--- src/rtl/wb_port_arbiter.sv ---
// Register-file write-port arbiter: pipeline write-back vs. buffered long-latency results.
// Latency: RF outputs are combinational (pipeline and bypass have zero latency); buffered results drain in FIFO order.
// Backpressure: lu_ready_o drops when the buffer is full; stall_o holds the pipeline for one cycle to force a drain.
module wb_port_arbiter #(
    parameter int DATA_W     = 32,
    parameter int REG_AW     = 5,
    parameter int FIFO_DEPTH = 2,
    parameter int MAX_WAIT   = 4
) (
    input  logic                          clk,
    input  logic                          rst_n,
    input  logic                          pipe_wb_en_i,
    input  logic [REG_AW-1:0]             pipe_wb_rd_i,
    input  logic [DATA_W-1:0]             pipe_wb_data_i,
    input  logic                          lu_valid_i,
    input  logic [REG_AW-1:0]             lu_rd_i,
    input  logic [DATA_W-1:0]             lu_data_i,
    output logic                          lu_ready_o,
    output logic                          stall_o,
    output logic                          rf_we_o,
    output logic [REG_AW-1:0]             rf_waddr_o,
    output logic [DATA_W-1:0]             rf_wdata_o,
    input  logic [REG_AW-1:0]             query_rd_i,
    output logic                          query_hit_o,
    output logic [$clog2(FIFO_DEPTH):0]   fifo_count_o
);

    localparam int PTR_W  = $clog2(FIFO_DEPTH);
    localparam int CNT_W  = PTR_W + 1;
    localparam int WAIT_W = $clog2(MAX_WAIT + 1);

    // Result buffer storage; only the count register decides which slots are live.
    logic [REG_AW-1:0] rd_mem   [FIFO_DEPTH];
    logic [DATA_W-1:0] data_mem [FIFO_DEPTH];

    logic [PTR_W-1:0]  rd_ptr;
    logic [PTR_W-1:0]  wr_ptr;
    logic [CNT_W-1:0]  count;
    logic [WAIT_W-1:0] wait_cnt;
    logic              stall_q;

    logic              empty;
    logic              full;
    logic              pipe_req;
    logic              lu_acc;
    logic              lu_wr;
    logic              pop;
    logic              bypass;
    logic              push;
    logic              we;
    logic [REG_AW-1:0] waddr;
    logic [DATA_W-1:0] wdata;

    // Grant selection for the single write port, highest priority first.
    always_comb begin
        empty    = (count == '0);
        full     = (count == CNT_W'(FIFO_DEPTH));
        pipe_req = pipe_wb_en_i && (pipe_wb_rd_i != '0);
        lu_acc   = lu_valid_i && !full;
        // x0 results complete the handshake but are dropped here.
        lu_wr    = lu_acc && (lu_rd_i != '0);
        pop      = 1'b0;
        bypass   = 1'b0;
        we       = 1'b0;
        waddr    = '0;
        wdata    = '0;
        if (stall_q && !empty) begin
            pop = 1'b1;
        end else if (pipe_req) begin
            we    = 1'b1;
            waddr = pipe_wb_rd_i;
            wdata = pipe_wb_data_i;
        end else if (!empty) begin
            pop = 1'b1;
        end else if (lu_wr) begin
            bypass = 1'b1;
            we     = 1'b1;
            waddr  = lu_rd_i;
            wdata  = lu_data_i;
        end
        if (pop) begin
            we    = 1'b1;
            waddr = rd_mem[rd_ptr];
            wdata = data_mem[rd_ptr];
        end
        // lu_ready_o is 0 when full, so a push never coincides with a full buffer.
        push = lu_wr && !bypass;
    end

    // Outputs are forced to their idle values while reset is held so nothing reaches the RF.
    always_comb begin
        rf_we_o      = we && rst_n;
        rf_waddr_o   = rst_n ? waddr : '0;
        rf_wdata_o   = rst_n ? wdata : '0;
        lu_ready_o   = !full;
        stall_o      = stall_q;
        fifo_count_o = count;
    end

    // Buffer payload write; contents are don't-care until counted in.
    always_ff @(posedge clk) begin
        if (push) begin
            rd_mem[wr_ptr]   <= lu_rd_i;
            data_mem[wr_ptr] <= lu_data_i;
        end
    end

    // Pointers and occupancy; pointers wrap naturally because the depth is a power of two.
    always_ff @(posedge clk or negedge rst_n) begin
        if (!rst_n) begin
            rd_ptr <= '0;
            wr_ptr <= '0;
            count  <= '0;
        end else begin
            if (push) wr_ptr <= wr_ptr + PTR_W'(1);
            if (pop)  rd_ptr <= rd_ptr + PTR_W'(1);
            case ({push, pop})
                2'b10:   count <= count + CNT_W'(1);
                2'b01:   count <= count - CNT_W'(1);
                default: count <= count;
            endcase
        end
    end

    // Starvation tracking: the head's wait time and the one-cycle forced-drain stall.
    always_ff @(posedge clk or negedge rst_n) begin
        if (!rst_n) begin
            wait_cnt <= '0;
            stall_q  <= 1'b0;
        end else begin
            if (empty || pop) begin
                wait_cnt <= '0;
            end else if (wait_cnt != WAIT_W'(MAX_WAIT)) begin
                wait_cnt <= wait_cnt + WAIT_W'(1);
            end
            if (empty || pop) begin
                stall_q <= 1'b0;
            end else if (wait_cnt == WAIT_W'(MAX_WAIT - 1)) begin
                stall_q <= 1'b1;
            end
        end
    end

    // Hazard lookup over live buffer entries and the result arriving this cycle; x0 never hits.
    always_comb begin
        logic [PTR_W-1:0] off;
        query_hit_o = 1'b0;
        off         = '0;
        for (int i = 0; i < FIFO_DEPTH; i++) begin
            off = PTR_W'(i) - rd_ptr;
            if ((CNT_W'(off) < count) && (rd_mem[i] == query_rd_i)) begin
                query_hit_o = 1'b1;
            end
        end
        if (lu_valid_i && (lu_rd_i == query_rd_i)) begin
            query_hit_o = 1'b1;
        end
        if (query_rd_i == '0) begin
            query_hit_o = 1'b0;
        end
    end

endmodule

--- config.mk ---
export PLATFORM = sky130hd
export DESIGN_NAME = wb_port_arbiter
export DESIGN_NICKNAME = d
export VERILOG_FILES = /design/src/rtl/wb_port_arbiter.sv
export SDC_FILE = /design/constraint.sdc
export NUM_CORES = 1
export LEC_CHECK = 0
export CAP_MARGIN = 20
export CORE_MARGIN = 10
export CORE_UTILIZATION = 58
export CTS_CLUSTER_SIZE = 25
export DETAILED_ROUTE_END_ITERATION = 10
export DONT_BUFFER_PORTS = 1
export GPL_TIMING_DRIVEN = 0
export PLACE_DENSITY_LB_ADDON = 0.2
export SYNTH_ARGS = -nofsm -noshare
export SYNTH_HDL_FRONTEND = slang
export SYNTH_SLANG_ARGS = --single-unit
--- constraint.sdc ---
create_clock -name clk -period 5.6 [get_ports clk]
set_input_delay 1.12 -clock clk [delete_from_list [all_inputs] [get_ports clk]]
set_output_delay 1.12 -clock clk [all_outputs]
set_load 0.05 [all_outputs]
# Word level (Yosys, flattened, before mapping)
# Memory sizes are Yosys's and may differ from the RTL's.
# Cells that the tools add are included.
[op_classes] addsub=7 multipliers=0 n_div=0 order_cmp=2 eq_ne=8 shift=0 mux=33 bitwise=0 n_reduce_logical=20
[op_table] op="32-bit two-way mux" n=6
[op_table] op="5-bit two-way mux" n=6
[op_table] op="1-bit two-way mux" n=18
[op_table] op="5-bit == test" n=3
[op_table] op="5-bit nonzero test" n=2
[op_table] op="1-bit logical AND" n=9
[op_table] op="3-bit two-way mux" n=2
[op_table] op="2-bit nonzero test" n=3
[op_table] op="5-bit zero test" n=1
[op_table] op="2-bit == test (second input constant)" n=2
[op_table] op="1-bit by 2-bit less-than comparator with 1-bit output" n=2
[op_table] op="2-bit one-hot mux with 2 select lines" n=1
[op_table] op="3-bit by 1-bit adder with 3-bit output (second input constant)" n=1
[op_table] op="3-bit by 2-bit == test with 1-bit output (second input constant)" n=1
[op_table] op="1-bit zero test" n=3
[op_table] op="3-bit inequality test (second input constant)" n=1
[op_table] op="1-bit adder (second input constant)" n=2
[op_table] op="2-bit by 1-bit adder with 2-bit output (second input constant)" n=1
[op_table] op="2-bit by 1-bit == test with 1-bit output (second input constant)" n=1
[op_table] op="2-bit zero test" n=1
[op_table] op="1-bit subtractor (first input constant)" n=2
[op_table] op="2-bit by 1-bit subtractor with 2-bit output (second input constant)" n=1
[op_table] op="1-bit logical OR" n=1
[totals] regBits=8 latch_bits=0 ram_bits=74 mem_bits_ro=0 inputBits=83 output_inout_bits=43 elab_cells=77 mem_count=2
[memory_table] name="data_mem" words=2 width=32 read_ports=1 rd_clocked_by_memory_dff=0 wr=1 line="34" text="logic [DATA_W-1:0] data_mem [FIFO_DEPTH];"
[memory_table] name="rd_mem" words=2 width=5 read_ports=3 rd_clocked_by_memory_dff=0 wr=1 line="33" text="logic [REG_AW-1:0] rd_mem [FIFO_DEPTH];"

# Longest topological paths before layout
# Gate-level depths: netlist of the first run.
[depth] word_depth=12 mapped_depth=8

# Least setup slack after synthesis of the first run
# Ideal clock, no wire load.
[synth_path] path_kind="input port to output port" start="in pipe_wb_rd_i[0]" end="out rf_wdata_o[10]" t_arrival_ns=3.236 t_required_ns=4.480 setup_slack_ns=1.244 cell_stages=6 cell_sequence="or4_4 -> o21ai_4 -> a21o_4 -> buf_6 -> o21ai_0 -> nor3_1"
[synth_between] elab_chain_cells=6 word_cells_on_any_way=8
[synth_lines] element="from (decl)" line="13" text="input logic [REG_AW-1:0] pipe_wb_rd_i,"
[synth_lines] element="5-bit nonzero test *" line="58" text="pipe_req = pipe_wb_en_i && (pipe_wb_rd_i != '0);"
[synth_lines] element="1-bit logical AND *" line="58"
[synth_lines] element="32-bit two-way mux / 1-bit two-way mux (equally long branches)" line="69" text="end else if (pipe_req) begin"
[synth_lines] element="32-bit two-way mux / 1-bit two-way mux (equally long branches)" line="67" text="if (stall_q && !empty) begin"
[synth_lines] element="32-bit two-way mux *" line="81" text="if (pop) begin"
[synth_lines] element="32-bit two-way mux *" line="94" text="rf_wdata_o = rst_n ? wdata : '0;"
[synth_lines] element="to (decl)" line="22" text="output logic [DATA_W-1:0] rf_wdata_o,"
# Every way passes the cells marked *; elsewhere a longest branch is shown, timed or not.

# Final worst setup path of the first run
[layout_path] start="in pipe_wb_rd_i[0]" end="out rf_wdata_o[12]"
# The elaborated chain is that of the path after synthesis.

==> results of run 1 <==
stage by stage:
stage / power (mW) / std cells / cell area (um2) / hold slack [ns] / setup slack, ns
after CTS: 2.40 / 496 / 4900 / 0.447 / 1.46
after floorplan: 1.73 / 359 / 4350 / 0.468 / 1.24
after global routing: 2.51 / 496 / 4900 / 0.438 / 1.40
after detailed placement: 1.99 / 481 / 4720 / 0.544 / 1.46
final: 2.38 / 496 / 4900 / 0.459 / 1.47
after global placement: 1.90 / 458 / 4470 / 0.480 / 0.874
layout make-up:
type | count | area, um2 | area share (%)
sequential | 82 | 2420 | 49.4
clock buffer | 10 | 128 | 2.60
timing repair buffer | 23 | 198 | 4.03
clock inverter | 5 | 56.3 | 1.15
multi-input combinational | 245 | 1790 | 36.5
inverter | 7 | 31.3 | 0.638
tap | 99 | 124 | 2.53
buffer | 25 | 153 | 3.12
worst max-delay path, cell delays in order:
cell     delay (ns)
or4_4          0.56
o21ai_4        0.19
a21o_4         0.16
buf_6          0.14
o21ai_0        0.10
nor3_2         0.72
metal layers:
metal | track usage [%] | part of all wire, % | vias to the layer above
met4 | 5.13 | 0.82 | 0
li1 | - | - | 1410
met5 | 0 | 0 | -
met2 | 32.2 | 50 | 117
met3 | 7.43 | 10 | 8
met1 | 22.4 | 39 | 1457
flip-flops by register name, summed over array words and instances (netlist names):
signal        flops
data_mem         64
rd_mem           10
rd_ptr            1
fifo_count_o      2
wait_cnt          3
wr_ptr            1
stall_o           1
cells in the final DEF (no fill, tap or decap), types with 4 or more instances in the layout:
cell / netlist / layout
mux2i_1: 10 / 10
xnor2_1: 16 / 16
edfxtp_1: 74 / 74
nor3_1: 28 / 22
buf_6: 6 / 6
ha_1: 4 / 4
nor2b_1: 32 / 32
nor3_2: 5 / 11
o21ai_1: 6 / 6
dfrtp_1: 8 / 8
a22o_1: 5 / 5
buf_2: 11 / 11
buf_4: 0 / 21
clkbuf_1: 8 / 9
a211oi_2: 29 / 29
inv_1: 6 / 6
o21ai_0: 28 / 28
a21oi_1: 35 / 35
nand2_1: 9 / 9
xor2_1: 5 / 5
nor2_1: 11 / 9
clkbuf_8: 0 / 9
power groups by stage:
stage | registers [mW] | logic, mW | clock network (mW)
after floorplan | 0.911 | 0.821 | 0
after global placement | 0.927 | 0.971 | 0
after detailed placement | 0.923 | 1.07 | 0
after CTS | 0.910 | 1.07 | 0.418
after global routing | 0.923 | 1.14 | 0.438
final | 0.909 | 1.06 | 0.409
cell families (layout without fill, tap and decap cells):
logic type	after synthesis	in the layout	synth area share (%)
DFF	82	82	55.7
buffers and inverters	32	70	4.23
muxes	11	11	2.56
and+or+nand+nor	96	96	12.5
AOI/OAI and AO/OA	113	113	19.6
adders and majority gates	4	4	1.15
xor gates and xnor gates	21	21	4.23
worst max-delay path by stage:
stage                     cells after the start  slack, ns               to
after floorplan                               6       1.24   rf_wdata_o[10]
after global placement                        5       0.87  data_mem[0][26]
after detailed placement                      6       1.46   rf_wdata_o[22]
after CTS                                     6       1.46   rf_wdata_o[22]
after global routing                          6       1.40   rf_wdata_o[22]
final                                         6       1.47   rf_wdata_o[12]
==> results by group, run 1 <==
Yosys
  • Area leader, netlist: edfxtp_1
  • Post-Syn Area per Cell: 12.1 um2
  • Yosys cell types: 39
  • Top post-synthesis cells by count: edfxtp_1 (74), a21oi_1 (35), nor2b_1 (32)
  • Ys async rst share: 9.76%
  • Post-synthesis cell area: 4350 um2
  • Post-Syn Instances: 359
  • Dominant cell by count in the synthesized netlist: edfxtp_1
  • Main synth FF type: edfxtp_1
  • Synth warn: 0
  • Mapped Nets: 446
  • Flops & latches, synth: 82
  • Synth top area share: 51.1%
  • Sequential area share after synthesis: 55.7%
  • EDFF count, synth: 74
  • Dominant cells by area after synthesis: edfxtp_1 (51%), a211oi_2 (8.3%), dfrtp_1 (4.6%)

Clocking
  • TritonCTS clock tree: done
  • H-tree depth: 3
  • PostCTS Resize Cnt: 0
  • Root Driver: clkbuf_8
  • CTS Sinks: 82
  • Clk buf depth: 2
  • Inserted Clock Buffers: 9
  • Post-CTS Repair Setup Buffers: 0
  • Hold-fix buffers, CTS: 0
  • Clk_lat worst skew: 0.34 ns
  • Clock slew at reported path FFs: 0.08 ns

Placed design
  • IO Port Bufs: 0
  • Placer Congestion: 0.807
  • Detailed placement HPWL: 7780 um

Floorplanning
  • Core footprint: 7250 um2
  • Die W: 107 um
  • Die area: 11,400 um2
  • Rows: 31
  • Starting Density: 60.0%
  • DIE HEIGHT: 107 um
  • IO Pins: 126

Final layout
  • Share of cells above drive strength 1: 26.7%
  • Area Growth Syn to Fin: 12.7%
  • ANT cells: 0
  • Nets: 480
  • Fillers: 570
  • Util after Layout: 67.6%

STA
  • RSZ-0062 raised after global routing: no
  • Final min period: 4.13 ns
  • Setup violators final: 0
  • Final hold violation count: 0
  • Slew Limit Fails: 0
  • TNS Setup: 0 ns
  • Worst Max-Slew Pin Slew: 1.06 ns
  • Final Skew: 0.00696 ns
  • Fmax achieved: 242 MHz
  • Max-slew headroom: 29.4%
  • Period utilization: 73.8%

Pwr
  • Worst vdd ir: 0.236 mV
  • Static Leak: 1.67 nW
  • Switching Share: 43.2%
  • Sequential power share: 38.2%
  • Logic pwr share: 44.6%
  • Pwr dens: 486 nW/um2
  • Psw: 1.03 mW
  • Clock power share: 17.2%
  • P_int: 1.35 mW

Critical path
  • Cells on worst reg2reg path: 7
  • Critical Path AT: 3.01 ns
  • Setup crit start kind: input port
  • Critical Path RT: 4.48 ns
  • Critical path origin: pipe_wb_rd_i[0]
  • Reg2reg start: fifo_count_o[1]
  • R2R Setup Slk: 3.48 ns
  • Worst Setup End Kind: primary output
  • Critical setup path kind: input port to primary output
  • Crit-path max FO: 10
  • R2r endpoint: fifo_count_o[1]

Outcome
  • Status: completed

Route
  • ANT nets after route: 0
  • Via count: 2,992
  • Vias per inst: 6.03
  • DR pass1 iterations: 4
  • Initial drt markers: 152
  • WL final: 10,900 um
  • Number of remaining DRC errors: 0
  • Routed len/inst: 21.9 um

Global routing
  • Gr ovfl total: 0
  • Antenna violations before repair: 0
  • Vias in the first global route: 3,278
  • Pin count of the biggest net entering global routing: 30
  • First-pass GRT wire length: 17,300 um
  • Total track usage: 19.2%

Job
  • Max-Cap Viols: 0

Worst hold path
  • Worst hold path class: input port to asynchronous set/reset pin
Power figures use the tool's default switching activity.
==> run 2, diff against run 1 <==
--- a/config.mk
+++ b/config.mk
@@ -7,7 +7,7 @@
 export LEC_CHECK = 0
 export CAP_MARGIN = 20
 export CORE_MARGIN = 10
-export CORE_UTILIZATION = 58
+export CORE_UTILIZATION = 57
 export CTS_CLUSTER_SIZE = 25
 export DETAILED_ROUTE_END_ITERATION = 10
 export DONT_BUFFER_PORTS = 1
==> constraint.sdc (replaced) <==
create_clock -name clk -period 3.7 [get_ports clk]
set_input_delay 0.74 -clock clk [delete_from_list [all_inputs] [get_ports clk]]
set_output_delay 0.74 -clock clk [all_outputs]
set_load 0.05 [all_outputs]
==> results by group, run 2 (synthesized netlist as in run 1, its figures left out) <==
Route
  • WL final: 11,000 um (+0.90%)
  • ANT nets after route: 0 (unchanged)
  • Routed len/inst: 22.0 um (+0.50%)
  • DR pass1 iterations: 4 (unchanged)
  • Vias per inst: 5.98 (-0.83%)
  • Number of remaining DRC errors: 0 (unchanged)
  • Via count: 2,979 (-0.43%)
  • Initial drt markers: 135 (-11%)

STA
  • Final Skew: 0.0110 ns (+0.00400 ns)
  • Period utilization: 91.5%
  • Fmax achieved: 295 MHz
  • Slew Limit Fails: 0 (unchanged)
  • Worst Max-Slew Pin Slew: 1.04 ns (-0.0189 ns)
  • Worst hold margin: 0.0769 ns (-0.382 ns)
  • Worst setup margin: 0.314 ns (-1.15 ns)
  • Setup violators final: 0 (unchanged)
  • RSZ-0062 raised after global routing: no
  • Final hold violation count: 0 (unchanged)
  • Max-slew headroom: 30.6% (+1.3 points)
  • Final min period: 3.39 ns

Pwr
  • Static Leak: 1.67 nW (+0.21%)
  • Worst vdd ir: 0.387 mV (+64%)
  • Pwr dens: 738 nW/um2 (+52%)

Placed design
  • Placer Congestion: 0.818 (+1.4%)
  • IO Port Bufs: 0 (unchanged)
  • Detailed placement HPWL: 7990 um (+2.7%)
  • Pre-CTS setup slack: 0.339 ns (-1.13 ns)
  • Placed cell area: 4720 um2 (about the same)

Clocking
  • Clk buf depth: 2 (unchanged)
  • Hold-fix buffers, CTS: 0 (unchanged)
  • PostCTS Resize Cnt: 0 (unchanged)
  • H-tree depth: 3 (unchanged)
  • Clk_lat worst skew: 0.35 ns (about the same)
  • TritonCTS clock tree: done
  • Root Driver: clkbuf_8
  • Clock slew at reported path FFs: 0.09 ns (about the same)
  • CTS Sinks: 82 (unchanged)
  • Inserted Clock Buffers: 9 (unchanged)
  • Post-CTS Repair Setup Buffers: 0 (unchanged)

Critical path
  • Crit-path max FO: 10 (unchanged)
  • Critical setup path kind: flip-flop to primary output
  • Setup crit start kind: flip-flop
  • Critical Path AT: 2.65 ns (-0.36 ns)
  • Reg2reg start: fifo_count_o[1]
  • Slowest stage delay, CP: 0.74 ns (+0.02 ns)
  • R2r endpoint: fifo_count_o[1]
  • Critical Path RT: 2.96 ns (-1.52 ns)
  • Critical Path End: rf_wdata_o[14]
  • R2R Setup Slk: 1.57 ns (-1.91 ns)
  • Critical path cell sequence: or2_2 > nand2_4 > buf_6 > a211oi_2 > nor3_2
  • Cells on worst reg2reg path: 7 (unchanged)
  • Worst Setup End Kind: primary output
  • CP max stage cell: nor3_2
  • Critical path origin: fifo_count_o[1]

Final layout
  • Nets: 481 (+0.21%)
  • Max reg flops: 64 (unchanged)
  • Commonest cells after routing, fill and taps aside: edfxtp_1 (74), a21oi_1 (35), nor2b_1 (32)
  • Util after Layout: 67.0% (-0.58 points)
  • Fillers: 547 (-4.0%)
  • Share of cells above drive strength 1: 26.8% (+0.12 points)
  • Area Growth Syn to Fin: 12.9%
  • Regs by FF count: data_mem: 64 flops, rd_mem: 10 flops, wait_cnt: 3 flops
  • Design Area, Final: 4910 um2 (+0.20%)
  • Most flops, register: data_mem
  • Commonest non-fill, non-tap cell in the layout: edfxtp_1
  • ANT cells: 0 (unchanged)

Global routing
  • Antenna violations before repair: 0 (unchanged)
  • Pin count of the biggest net entering global routing: 26 (-13%)
  • Total track usage: 18.5% (-0.61 points)
  • Vias in the first global route: 3,148 (-4.0%)
  • First-pass GRT wire length: 16,800 um (-3.3%)
  • Gr ovfl total: 0 (unchanged)

Floorplanning
  • Die W: 107 um (+0.71%)
  • Core footprint: 7330 um2 (+1.1%)
  • Starting Density: 59.3% (-0.63 points)
  • Rows: 31 (unchanged)
  • DIE HEIGHT: 107 um (+0.71%)
  • IO Pins: 126 (unchanged)
  • Die area: 11,500 um2 (+1.4%)

Worst hold path
  • Worst hold path class: input port to asynchronous set/reset pin

Outcome
  • Status: completed

Job
  • Max-Cap Viols: 0 (unchanged)
run 2: worst max-delay path, delay by kind of cell (launching register included):
family | cells | cell delay [ns]
simple gates | 3 | 1.37
flops | 1 | 0.65
buf+inv | 1 | 0.20
compound gates | 1 | 0.07
run 2: worst min path at each step:
stage,slack [ns],to,startpoint,cells past startpoint
floorplan,0.44,fifo_count_o[0],rst_n,0
global placement,0.44,fifo_count_o[1],rst_n,0
detailed placement,0.44,fifo_count_o[0],rst_n,0
CTS,0.06,fifo_count_o[0],rst_n,0
global route,0.06,fifo_count_o[0],rst_n,0
finish,0.08,fifo_count_o[0],rst_n,0
run 2: cell type report:
cell class / instances / area (um2) / area share, %
buffer: 25 / 153 / 3.11
clock buffer: 9 / 124 / 2.52
clock inverter: 7 / 67.6 / 1.38
inverter: 7 / 31.3 / 0.637
multi-input combinational: 245 / 1780 / 36.3
sequential: 82 / 2420 / 49.3
tap: 99 / 124 / 2.52
timing repair buffer: 24 / 205 / 4.18
run 2: routing by layer:
| layer | up-vias | share of wire (%) | GRT usage [%] |
|---|---|---|---|
| met5 | - | 0 | 0 |
| met3 | 10 | 7.6 | 5.69 |
| met2 | 95 | 52 | 31.3 |
| met4 | 0 | 0.88 | 6.68 |
| li1 | 1410 | - | - |
| met1 | 1464 | 40 | 21.8 |
run 2: report_power, final:
group / leakage, nW / switching (mW) / internal, mW
combinational: 0.796 / 1.10 / 0.504
clock: 0.0931 / 0.328 / 0.310
sequential: 0.784 / 0.141 / 1.24
run 2: per-stage QoR:
step	setup TNS [ns]	cells	power, mW
floorplan	0	359	2.62
global route	0	498	3.80
CTS	0	498	3.65
finish	0	498	3.62
detailed placement	0	482	3.02
global placement	-42.55	458	2.87
==> run 3, diff against run 2 <==
==> constraint.sdc (replaced) <==
create_clock -name clk -period 3.05 [get_ports clk]
set_input_delay 0.61 -clock clk [delete_from_list [all_inputs] [get_ports clk]]
set_output_delay 0.61 -clock clk [all_outputs]
set_load 0.05 [all_outputs]
==> results by group, run 3 (synthesized netlist as in run 1, its figures left out) <==
Clocking
  • TritonCTS clock tree: done
  • Clk buf depth: 2 (unchanged)
  • Root Driver: clkbuf_8
  • H-tree depth: 3 (unchanged)
  • CTS Sinks: 82 (unchanged)
  • Clk_lat worst skew: 0.34 ns (about the same)
  • Inserted Clock Buffers: 9 (unchanged)
  • Clock slew at reported path FFs: 0.09 ns (about the same)

Placed design
  • Detailed placement HPWL: 8040 um (+0.66%)
  • Placer Congestion: 0.888 (+8.5%)
  • IO Port Bufs: 0 (unchanged)
  • Placed cell count: 460 (-4.6%)
  • Pre-CTS setup slack: -0.0705 ns (-0.409 ns)

Critical path
  • Crit-path max FO: 10 (unchanged)
  • CP max stage cell: dfrtp_4
  • Setup crit start kind: flip-flop
  • Top Family by Delay on Critical Path: simple AND/OR/NAND/NOR gates
  • R2r endpoint: data_mem[1][24]
  • R2R Setup Slk: 1.09 ns (-0.48 ns)
  • Reg2reg start: fifo_count_o[1]
  • Cells on worst reg2reg path: 4 (-3)
  • Slowest stage delay, CP: 0.60 ns (-0.14 ns)
  • Critical Path RT: 2.44 ns (-0.52 ns)
  • Critical setup path kind: flip-flop to primary output
  • Worst Setup End Kind: primary output
  • Critical Path AT: 2.35 ns (-0.30 ns)
  • WP buf/inv: 1 (unchanged)
  • Critical path cell sequence: or2_2 > nand2_4 > buf_6 > o21ai_1 > nor3_4

STA
  • Final min period: 2.96 ns
  • Period utilization: 97.2%
  • Slew Limit Fails: 0 (unchanged)
  • Fmax achieved: 337 MHz
  • RSZ-0062 raised after global routing: no
  • Final Skew: 0.0104 ns (-0.000554 ns)
  • Max-slew headroom: 58.8% (+28 points)
  • Setup violators final: 0 (unchanged)
  • Worst Max-Slew Pin Slew: 0.618 ns (-0.426 ns)
  • Final hold violation count: 0 (unchanged)
  • Worst setup margin: 0.0866 ns (-0.227 ns)

Pwr
  • Worst vdd ir: 0.439 mV (+13%)
  • Logic pwr share: 45.1% (+0.8 points)
  • Sequential power share: 36.3% (-1.8 points)
  • Switching Share: 43.6% (+0.27 points)
  • Psw: 2.02 mW (+29%)
  • P_int: 2.61 mW (+27%)
  • Static Leak: 1.60 nW (-4.6%)
  • Pwr dens: 905 nW/um2 (+23%)
  • Clock power share: 18.6% (+1.0 points)

Global routing
  • Pin count of the biggest net entering global routing: 26 (unchanged)
  • Gr ovfl total: 0 (unchanged)
  • First-pass GRT wire length: 17,200 um (+2.3%)
  • Antenna violations before repair: 0 (unchanged)
  • Vias in the first global route: 3,193 (+1.4%)
  • Total track usage: 19.1% (+0.57 points)

Final layout
  • Util after Layout: 69.8% (+2.8 points)
  • Regs by FF count: data_mem: 64 flops, rd_mem: 10 flops, wait_cnt: 3 flops
  • ANT cells: 0 (unchanged)
  • Share of cells above drive strength 1: 29.1% (+2.3 points)
  • Nets: 460 (-4.4%)
  • Most flops, register: data_mem
  • Commonest cells after routing, fill and taps aside: edfxtp_1 (74), a21oi_1 (34), nor2b_1 (32), nor3_4 (32), a211oi_2 (29)
  • Area Growth Syn to Fin: 17.6%
  • Finished Layout Cells: 477 (-4.2%)
  • Max reg flops: 64 (unchanged)
  • Commonest non-fill, non-tap cell in the layout: edfxtp_1

Job
  • Max-Cap Viols: 0 (unchanged)

Floorplanning
  • Die area: 11,500 um2 (unchanged)
  • Starting Density: 59.3% (unchanged)
  • Die W: 107 um (unchanged)
  • Rows: 31 (unchanged)
  • IO Pins: 126 (unchanged)
  • DIE HEIGHT: 107 um (unchanged)
  • Core footprint: 7330 um2 (unchanged)

Route
  • Number of remaining DRC errors: 0 (unchanged)
  • Via count: 2,962 (-0.57%)
  • Routed len/inst: 23.5 um (+6.4%)
  • Vias per inst: 6.21 (+3.8%)
  • WL final: 11,200 um (+1.9%)
  • ANT nets after route: 0 (unchanged)
  • Initial drt markers: 96 (-29%)
  • DR pass1 iterations: 6 (+2)

Worst hold path
  • Hold endpoint: data_mem[0][18]
  • Hold Path Depth: 0
  • Worst hold path class: input port to flip-flop
  • HP Start: lu_data_i[18]

Outcome
  • Status: completed
[run 3: changes by cell type in the layout (fill, tap and decap cells not counted), moves of 3 or more]
cell	delta
nor3_1	-22
buf_4	-22
nor3_2	-10
nor3_4	+32
dfrtp_1	-3
[run 3: worst max path at each step]
| stage | cells after the start | from | slack, ns | endpoint |
|---|---|---|---|---|
| 2_1_floorplan | 5 | lu_rd_i[0] | -0.003 | data_mem[0][0] |
| 3_3_place_gp | 5 | lu_rd_i[0] | -1.13 | data_mem[0][21] |
| 3_5_place_dp | 6 | pipe_wb_rd_i[0] | -0.07 | rf_wdata_o[22] |
| 4_1_cts | 5 | fifo_count_o[0] | -0.03 | rf_wdata_o[30] |
| 5_1_grt | 5 | rd_ptr | 0.0007 | rf_wdata_o[16] |
| 6_report | 5 | fifo_count_o[1] | 0.09 | rf_wdata_o[30] |
[run 3: per-stage QoR]
step / total power [mW] / instance area (um2) / hold WS [ns] / TNS (ns)
3_3_place_gp: 3.54 / 4610 / 0.315 / -80.78
6_report: 4.63 / 5110 / 0.352 / 0
2_1_floorplan: 3.25 / 4480 / 0.314 / -0.212
5_1_grt: 4.84 / 5110 / 0.330 / 0
4_1_cts: 4.65 / 5110 / 0.341 / -0.0280
3_5_place_dp: 3.63 / 4670 / 0.315 / -0.602
[run 3: power groups by stage]
stage | combinational (mW) | clock [mW] | sequential (mW)
after CTS | 2.10 | 0.870 | 1.67
after detailed placement | 1.93 | 0 | 1.70
after floorplan | 1.57 | 0 | 1.67
after global routing | 2.23 | 0.918 | 1.70
final | 2.09 | 0.862 | 1.68
after global placement | 1.84 | 0 | 1.70
[run 3: routing by layer]
layer,track usage [%],wire length (um),up-vias
met5,0,0,-
met4,6.30,123,0
met3,6.47,1220,11
met2,32.9,5650,127
met1,21.9,4190,1456
li1,-,-,1368
[run 3: repair_timing]
action | CTS | global route
hold buffers | 1 | 0
resized for setup | 34 | 5
pin swaps | 1 | 2
buffers inserted | 0 | 0
endpoints found under the hold margin | 8 | 0
endpoints found under the setup margin | 33 | 36
[run 3: layout make-up]
| type | count | area, um2 |
|---|---|---|
| clock buffers | 11 | 141 |
| well taps | 99 | 124 |
| multi-input cells | 245 | 2100 |
| clock inverters | 5 | 78.8 |
| plain buffers | 25 | 155 |
| fillers | 529 | 2220 |
| flip-flops and latches | 82 | 2430 |
| inverters | 7 | 31.3 |
| repair buffers | 3 | 57.6 |
